===== config.mk =====
export PLATFORM = sky130hd
export DESIGN_NAME = disp_scan
export DESIGN_NICKNAME = d
export VERILOG_FILES = /design/src/rtl/disp_scan.sv
export SDC_FILE = /design/constraint.sdc
export NUM_CORES = 1
export LEC_CHECK = 0
export CAP_MARGIN = 20
export CELL_PAD_IN_SITES_DETAIL_PLACEMENT = 1
export CELL_PAD_IN_SITES_GLOBAL_PLACEMENT = 1
export CORE_MARGIN = 10
export CORE_UTILIZATION = 35
export DETAILED_ROUTE_END_ITERATION = 10
export PLACE_DENSITY_LB_ADDON = 0.05
export SYNTH_ARGS = -nofsm -noshare
export SYNTH_HDL_FRONTEND = slang
export SYNTH_SLANG_ARGS = --single-unit

===== constraint.sdc =====
create_clock -name clk -period 5.16 [get_ports clk]
set_input_delay 1.032 -clock clk [delete_from_list [all_inputs] [get_ports clk]]
set_output_delay 1.032 -clock clk [all_outputs]
set_load 0.1 [all_outputs]

===== src/rtl/disp_scan.sv =====
// disp_scan: four-digit seven-segment scan controller.
// Divides clk into DIV-cycle digit slots and rotates a one-hot select.
// Each slot opens with DEAD cycles of all-zero select so that adjacent
// digits never ghost. All outputs are registered.
module disp_scan #(
    parameter int DIV  = 16384,  // clock cycles per digit slot, 2..65535
    parameter int DEAD = 64,     // blanking cycles at slot start, < DIV
    parameter int CW   = 16      // prescaler width, 2**CW >= DIV
) (
    input  logic       clk,
    input  logic       rst,
    input  logic       en,
    input  logic [3:0] blank,
    output logic [3:0] sel,
    output logic [3:0] an,
    output logic [1:0] digit_idx,
    output logic       frame
);

    typedef enum logic {
        PH_DEAD = 1'b0,
        PH_ON   = 1'b1
    } phase_t;

    localparam logic [CW-1:0] DIV_M1 = CW'(DIV - 1);

    logic [CW-1:0] cnt, cnt_nxt;
    logic [1:0]    idx, idx_nxt;
    phase_t        phase, phase_nxt;
    logic          wrap;
    logic          in_dead;
    logic [3:0]    sel_nxt;
    logic          frame_nxt;

    // Prescaler and slot index advance; both hold while the scan is paused.
    // NOTE: every signal written here gets a default first, so no path
    // through the block leaves it unassigned and no latch is inferred.
    always_comb begin
        cnt_nxt = cnt;
        idx_nxt = idx;
        wrap    = 1'b0;
        if (en) begin
            if (cnt == DIV_M1) begin
                cnt_nxt = '0;
                idx_nxt = idx + 2'd1;
                wrap    = (idx == 2'd3);
            end else begin
                cnt_nxt = cnt + CW'(1);
            end
        end
    end

    // Dead-time window test on the updated count; with no dead-time the
    // window is empty, so the comparison is left out altogether.
    if (DEAD == 0) begin : g_no_dead
        assign in_dead = 1'b0;
    end else begin : g_dead
        assign in_dead = (cnt_nxt < CW'(DEAD));
    end

    // Phase next-state and the select/frame values to be registered.
    always_comb begin
        phase_nxt = phase;
        sel_nxt   = 4'b0000;
        frame_nxt = 1'b0;
        if (en) begin
            phase_nxt = in_dead ? PH_DEAD : PH_ON;
            frame_nxt = wrap;
            if (phase_nxt == PH_ON && !blank[idx_nxt]) begin
                sel_nxt = 4'b0001 << idx_nxt;
            end
        end
    end

    // State and output registers; reset overrides the enable.
    // NOTE: non-blocking assignments here so every register samples the
    // pre-edge values computed above, independent of statement order.
    always_ff @(posedge clk) begin
        if (rst) begin
            cnt       <= '0;
            idx       <= 2'd0;
            phase     <= PH_DEAD;
            sel       <= 4'b0000;
            an        <= 4'b1111;
            digit_idx <= 2'd0;
            frame     <= 1'b0;
        end else begin
            cnt       <= cnt_nxt;
            idx       <= idx_nxt;
            phase     <= phase_nxt;
            sel       <= sel_nxt;
            an        <= ~sel_nxt;
            digit_idx <= idx_nxt;
            frame     <= frame_nxt;
        end
    end

endmodule

After elaboration in Yosys (flattened, before gate mapping)
Index checks and enable logic that the tools add are counted.
{"block": "word_totals", "register_bits": 27, "latchBits": 0, "ramBits": 0, "rom_bits": 0, "input_bits": 7, "out_inout_bits": 11, "wordCells": 27, "mem_count": 0}
{"block": "op_classes", "add_sub_neg": 2, "mul": 0, "n_div": 0, "n_lt_le_gt_ge": 2, "eq_ne": 2, "shift": 1, "n_mux": 9, "n_bitwise": 3, "n_reduce_logical": 3}
{"op": "$mux 16", "count": 2}
{"op": "$add 16x1->16 const B", "count": 1}
{"op": "$eq 16x14->1 const B", "count": 1}
{"op": "$lt 16x7->1 const B", "count": 1}
{"op": "$mux 4", "count": 2}
{"op": "$mux 2", "count": 2}
{"op": "$not 4->4", "count": 1}
{"op": "$shl 1x2->4 const A", "count": 1}
{"op": "$lt 2x3->1 const B", "count": 1}
{"op": "$reduce_or 3->1", "count": 1}
{"op": "$add 2x1->2 const B", "count": 1}
{"op": "$bmux 1 s2", "count": 1}
{"op": "$eq 2x2->1 const B", "count": 1}
{"op": "$mux 1", "count": 2}
{"op": "$not 1->1", "count": 2}
{"op": "$logic_and 1x1->1", "count": 1}
{"op": "$logic_not 1->1", "count": 1}

Logic depth before layout (Yosys ltp)
Gate-level depths: netlist (run 1).
{"block": "depth", "depth_word": 10, "mapped_depth": 8, "mapped_depth_nobuf": 7}

Worst setup path before layout (run 1)
Ideal clock, no wire load.
{"block": "synth_path", "path_type": "input to register", "start": "in en", "end": "reg an[0]", "setup_ns": 0.127, "arrival_ns": 3.008, "required_ns": 5.033, "path_slack_ns": 2.025, "cell_stages": 8, "path_buffers": 2, "path_cell_list": "buf_2 -> nand4_2 -> or4_4 -> buf_6 -> mux2i_4 -> nor3b_1 -> a22oi_2 -> or3_1"}
{"block": "synth_between", "elab_chain_len": 8, "word_cells_on_any_way": 12, "classes_between": "order compare (1); shift (1); mux (7); bitwise (1); reduce/logical (2)"}
{"element": "from (decl)", "line": "12", "source": "input logic en,"}
{"element": "parallel branches: the longest is 6 deep, another holds $lt 16x7->1"}
{"element": "$mux 4 *", "line": "66", "source": "if (en) begin"}
{"element": "$not 4->4 *", "line": "92", "source": "an <= ~sel_nxt;"}
{"element": "to (signal assigned)", "line": "92"}
{"element": "to (decl)", "line": "15", "source": "output logic [3:0] an,"}
Every way passes the cells marked *. The select of a mux whose other input is x is not followed.
A chain may end at the register's enable or synchronous reset.

Worst setup path after layout (run 1)
{"block": "layout_path", "start": "in en", "end": "reg an[1]"}
The elaborated chain is that of the path after synthesis.

==> metrics.md, run 1 <==
| Metric | Value |
|---|---|
| Sw Pwr | 0.0790 mW |
| DP HPWL | 2320 microns |
| Row cnt | 22 |
| Dominant cells by area after synthesis | dfxtp_1, xnor2_1, nor2_1 |
| Port Buf Inserts | 17 |
| Clk_skew | 0.00318 ns |
| Final setup margin | 1.72 ns |
| Top post-synthesis cells by count | dfxtp_1, nor2_1, xnor2_1 |
| Setup_tns | 0 ns |
| Switching Fraction | 22.5% |
| Final Cycle Share | 66.7% |
| Slew Limit Fails | 0 |
| Clock share of power | 35.4% |
| Die area | 0.00672 sq mm |
| Worst hold start | cnt[1] |
| Total Routing Usage GR | 10.1% |
| Seq/Total Area, Yosys | 40.2% |
| Tmin final | 3.44 ns |
| Unrepaired setup endpoints after global routing | false |
| First-pass GRT wire length | 5380 microns |
| DR iter-0 viols | 60 |
| Synth Flop Type | dfxtp_1 |
| CTS tree | done |
| Resized Gates After CTS | 0 |
| Sequential share of power | 60.3% |
| Aggregate global routing overflow | 0 |
| Yosys warns | 0 |
| Total power | 0.351 mW |
| Clk Latency, worst-skew pair | 0.28 ns |
| Hold Crit Class | reg -> reg |
| Internal | 0.272 mW |
| Crit path DAT | 3.61 ns |
| # diodes | 0 |
| Post-synth EDFFs | 0 |
| CP Max Fanout | 8 |
| Synth top area share | 40.2% |
| IO Count | 18 |
| Synthesized Nets | 153 |
| Worst Path Class, Setup | in -> reg |
| Lkg Pwr | 0.611 nW |
| Worst setup EP type | register |
| Largest area contributor in the netlist | dfxtp_1 |
| Core Region | 0.00369 sq mm |
| Longest Clk Path Bufs | 2 |
| Worst VDD drop | 0.0998 mV |
| Initial core utilization | 36.4% |
| Area Growth Syn to Fin | 18.1% |
| Layout Nets | 169 |
| CTS Hold Buffers Added | 0 |
| Die Ht | 82.0 microns |
| Clock root buffer | clkbuf_8 |
| FMAX | 290 MHz |
| Most numerous cell in the Yosys netlist | dfxtp_1 |
| CTS clk-pin slew, worst paths | 0.10 ns |
| DIE WIDTH | 82.0 microns |
| Layout cells sized above 1 | 7.55% |
| Worst Setup SP | en |
| Setup WS pre-CTS | 1.40 ns |
| Post-Syn Area | 0.00134 sq mm |
| Yosys cell types | 41 |
| Final WL | 3060 microns |
| Comb pwr share | 4.4% |
| Avg Inst Size Synth | 9.33 sq um |
| Ys async rst share | 0% |
| Outcome | finished clean |
| Initial antenna violation count | 0 |
| # Post-CTS Setup Buffers | 0 |
| Final hold viol count | 0 |
| Startpoint Class | input port |
| # fillers | 443 |
| CTS buffer count | 3 |
| Drc violations | 0 |
| Post-DR vias/cell | 5.17 |
| Syn Inst Count | 144 |
| RePlAce Congestion | 0.786 |
| Largest net degree at the start of global routing | 16 |
| Final ANT Viol Nets | 0 |
| Vias | 1,070 |
| # setup viols final | 0 |
| Clock Sink Count | 27 |
| Multi-input gate area | 762 sq um |
| Register area | 541 sq um |
| Worst path required time | 5.33 ns |
| DR WL/cell | 14.8 microns |
| Slew at the pin closest to its max-slew limit | 0.979 ns |
| DRT Pass-1 Iters | 4 |
| Htree depth | 1 |
| Vias in the first global route | 1,119 |
| Pwr dens | 221 mW/mm^2 |
| #FFs+latches synth | 27 |
| Slew headroom | 34.5% |
| Max-Cap Viols | 0 |
| Worst r2r src | cnt[0] |
-- routing by layer --
metal	track usage (%)	vias up	wire length, microns
met3	2.62	5	140
li1	-	540	-
met1	13.0	510	1440
met4	3.57	0	44
met5	0	-	0
met2	15.8	15	1440
-- area by class of cell --
| class | count | area share [%] |
|---|---|---|
| flip-flops and latches | 27 | 34.1 |
| well taps | 48 | 3.79 |
| repair buffers | 17 | 10.7 |
| multi-input cells | 109 | 48.0 |
| inverters | 2 | 0.473 |
| clock inverters | 1 | 0.315 |
| clock buffers | 3 | 2.60 |
-- placed cells by master, fill, tap and decap left out, types with 2 or more instances in the layout --
cell,netlist,routed
o21ai_0,2,2
nand4_2,2,2
nor4_1,2,2
xor2_1,8,8
nor2_1,23,23
and3b_1,2,2
and3_1,4,4
dfxtp_1,27,27
xnor2_1,10,10
nor3_1,8,8
mux2i_1,4,4
nand4_1,3,3
or3_1,2,2
inv_1,2,2
clkbuf_8,0,3
nand2_1,8,8
clkdlybuf4s50_1,0,17
nor3b_1,2,2
nand3_1,5,5
a21oi_1,3,3
ha_1,2,2
-- stage by stage --
step | area, sq um | instances | util [%] | hold slack [ns]
5_1_grt | 1590 | 207 | 43.0 | 0.586
4_1_cts | 1590 | 207 | 43.0 | 0.553
6_report | 1590 | 207 | 43.0 | 0.544
2_1_floorplan | 1340 | 144 | - | 0.487
3_3_place_gp | 1540 | 203 | 41.8 | 0.512
3_5_place_dp | 1540 | 203 | 41.8 | 0.529
-- sequential cells by signal (all words and copies together) (netlist names) --
name,count
idx,2
cnt,16
an,4
sel,4
frame,1
-- worst max-delay path: stages --
cell and delay [ns]:
clkdlybuf4s50_1 0.65, nand4_2 0.25, or4_4 0.64, mux2i_4 0.22, nor3b_1 0.30, a22oi_2 0.16
or3_1 0.36
-- final timing paths --
path | endpoint | slack [ns] | cells after the start
max | an[1] | 1.72 | 7
min | cnt[1] | 0.54 | 2
max reg2reg | an[1] | 2.56 | 7
min reg2reg | cnt[1] | 0.54 | 2
-- cells by family (layout without fill, tap and decap cells) --
group	after synthesis	after routing	synth area share (%)
fa+ha+maj	2	2	1.86
buf+inv	8	23	3.07
compound gates	15	15	8.29
xor+xnor	18	18	11.7
mux	5	5	4.66
simple gates	69	69	30.2
flops	27	27	40.2
-- power groups by stage --
stage               Clock [mW]  Sequential (mW)  Combinational [mW]
floorplan                    0            0.216             0.00887
global placement             0            0.216              0.0152
detailed placement           0            0.216              0.0156
CTS                      0.128            0.211              0.0156
global route             0.140            0.212              0.0170
finish                   0.124            0.211              0.0153
No activity file was read; power rests on OpenSTA's default activity.
==> run 2: changes to the inputs <==
- clock period: 5.16 -> 3.01 ns (I/O delays scaled with it)
==> metrics.md, run 2 (synthesis results as in run 1) <==
| Metric | Value |
|---|---|
| Design area | 0.00163 sq mm |
| Post-DR vias/cell | 5.01 |
| Register area | 541 sq um |
| Lkg Pwr | 0.664 nW |
| # diodes | 0 |
| Resized Gates After CTS | 0 |
| Most frequent cells in the layout | dfxtp_1, nor2_1, buf_4 |
| Final Cycle Share | 88.1% |
| IO Count | 18 |
| Outcome | finished clean |
| Non-Filler Instances | 216 |
| Final hold viol count | 0 |
| Die area | 0.00672 sq mm |
| Hold Path Sink | cnt[1] |
| Hold Path Depth | 2 |
| Vias | 1,083 |
| Final ANT Viol Nets | 0 |
| Worst VDD drop | 0.219 mV |
| FMAX | 377 MHz |
| RePlAce Congestion | 0.830 |
| Layout cells sized above 1 | 18.5% |
| Worst Path Class, Setup | in -> reg |
| Area Growth Syn to Fin | 20.9% |
| Hold Slack | 0.568 ns |
| Die Ht | 82.0 microns |
| DRT Pass-1 Iters | 4 |
| Drc violations | 0 |
| Vias in the first global route | 1,116 |
| # Post-CTS Setup Buffers | 0 |
| Flop2flop setup slack | 0.52 ns |
| WL met3 | 124 microns |
| Slew headroom | 71.7% |
| # fillers | 437 |
| Multi-input gate area | 762 sq um |
| Startpoint Class | input port |
| Clock Sink Count | 27 |
| Top Layer Used | met4 |
| Largest net degree at the start of global routing | 15 |
| Aggregate global routing overflow | 0 |
| # setup viols final | 0 |
| Tmin final | 2.65 ns |
| Hold Crit Class | reg -> reg |
| CP Max Fanout | 4 |
| CTS buffer count | 3 |
| First-pass GRT wire length | 5380 microns |
| DR WL/cell | 14.7 microns |
| Setup_tns | 0 ns |
| Clock root buffer | clkbuf_8 |
| Most common cell after layout, fill and taps aside | dfxtp_1 |
| Worst hold start | cnt[1] |
| CTS tree | done |
| Worst r2r src | cnt[3] |
| Worst path required time | 3.17 ns |
| Layout Nets | 178 |
| Worst reg-to-reg path cell count | 6 |
| Dpl cells | 212 |
| Slew Limit Fails | 0 |
| Max-Cap Viols | 0 |
| Pwr dens | 367 mW/mm^2 |
| Worst r2r dst | an[1] |
| Metal2 WL | 1540 microns |
| Longest Clk Path Bufs | 2 |
| DIE WIDTH | 82.0 microns |
| Top Registers | cnt: 16 flops, an: 4 flops, sel: 4 flops |
| Crit path DAT | 2.81 ns |
| Clk_skew | 0.00399 ns |
| Area post-placement | 0.00158 sq mm |
| DP HPWL | 2490 microns |
| CTS clk-pin slew, worst paths | 0.09 ns |
| Top reg by flops | cnt |
| Initial antenna violation count | 0 |
| Slew at the pin closest to its max-slew limit | 0.424 ns |
| Initial core utilization | 36.4% |
| Routed met1 length | 1510 microns |
| Port Buf Inserts | 17 |
| Total Routing Usage GR | 10.2% |
| Final WL | 3180 microns |
| Clk Latency, worst-skew pair | 0.27 ns |
| Max FFs per register | 16 |
| CTS Hold Buffers Added | 0 |
| Htree depth | 1 |
| Row cnt | 22 |
| Unrepaired setup endpoints after global routing | false |
| DR iter-0 viols | 45 |
| Worst setup EP type | register |
| Core Region | 0.00369 sq mm |
-- run 2: cell count changes in the layout (fill, tap and decap cells not counted) --
cell,previous run,this run
clkinv_2,1,0
buf_4,0,20
clkbuf_1,0,1
clkdlybuf4s50_1,17,6
-- run 2: through the flow --
step	power, mW	setup slack (ns)	utilization, %
floorplan	0.385	0.305	-
global placement	0.399	0.110	42.8
detailed placement	0.400	0.0395	42.8
CTS	0.610	0.325	44.1
global route	0.625	0.249	44.1
finish	0.597	0.357	44.1
-- run 2: final cells by class --
class / count / area share [%]
Sequential cell: 27 / 33.3
Clock buffer: 4 / 2.77
Multi-Input combinational cell: 109 / 46.9
Tap cell: 48 / 3.70
Timing Repair Buffer: 26 / 12.9
Inverter: 2 / 0.462
-- run 2: worst max-delay path by stage --
| stage | slack, ns | cells past startpoint | startpoint | to |
|---|---|---|---|---|
| global placement | 0.11 | 9 | en | an[0] |
| detailed placement | 0.04 | 7 | en | an[1] |
| finish | 0.36 | 7 | en | an[1] |
| CTS | 0.32 | 7 | en | an[1] |
| global route | 0.25 | 9 | en | an[0] |
| floorplan | 0.30 | 8 | en | an[0] |
-- run 2: critical path: stages --
cell and delay [ns]:
clkdlybuf4s50_1 0.50, nand4_2 0.10, or4_4 0.56, mux2i_4 0.21
nor3b_1 0.31, a22oi_2 0.16, or3_1 0.36
-- run 2: where the power goes --
part	switching, mW	leakage (nW)	total, mW	internal, mW
Combinational	0.0135	0.423	0.0284	0.0150
Clock	0.111	0.0228	0.206	0.0948
Sequential	0.00267	0.218	0.362	0.360
-- run 2: per-layer routing --
layer,up-vias,GRT usage (%)
li1,556,-
met1,514,12.5
met2,11,17.3
met3,2,3.49
met4,0,1.53
met5,-,0
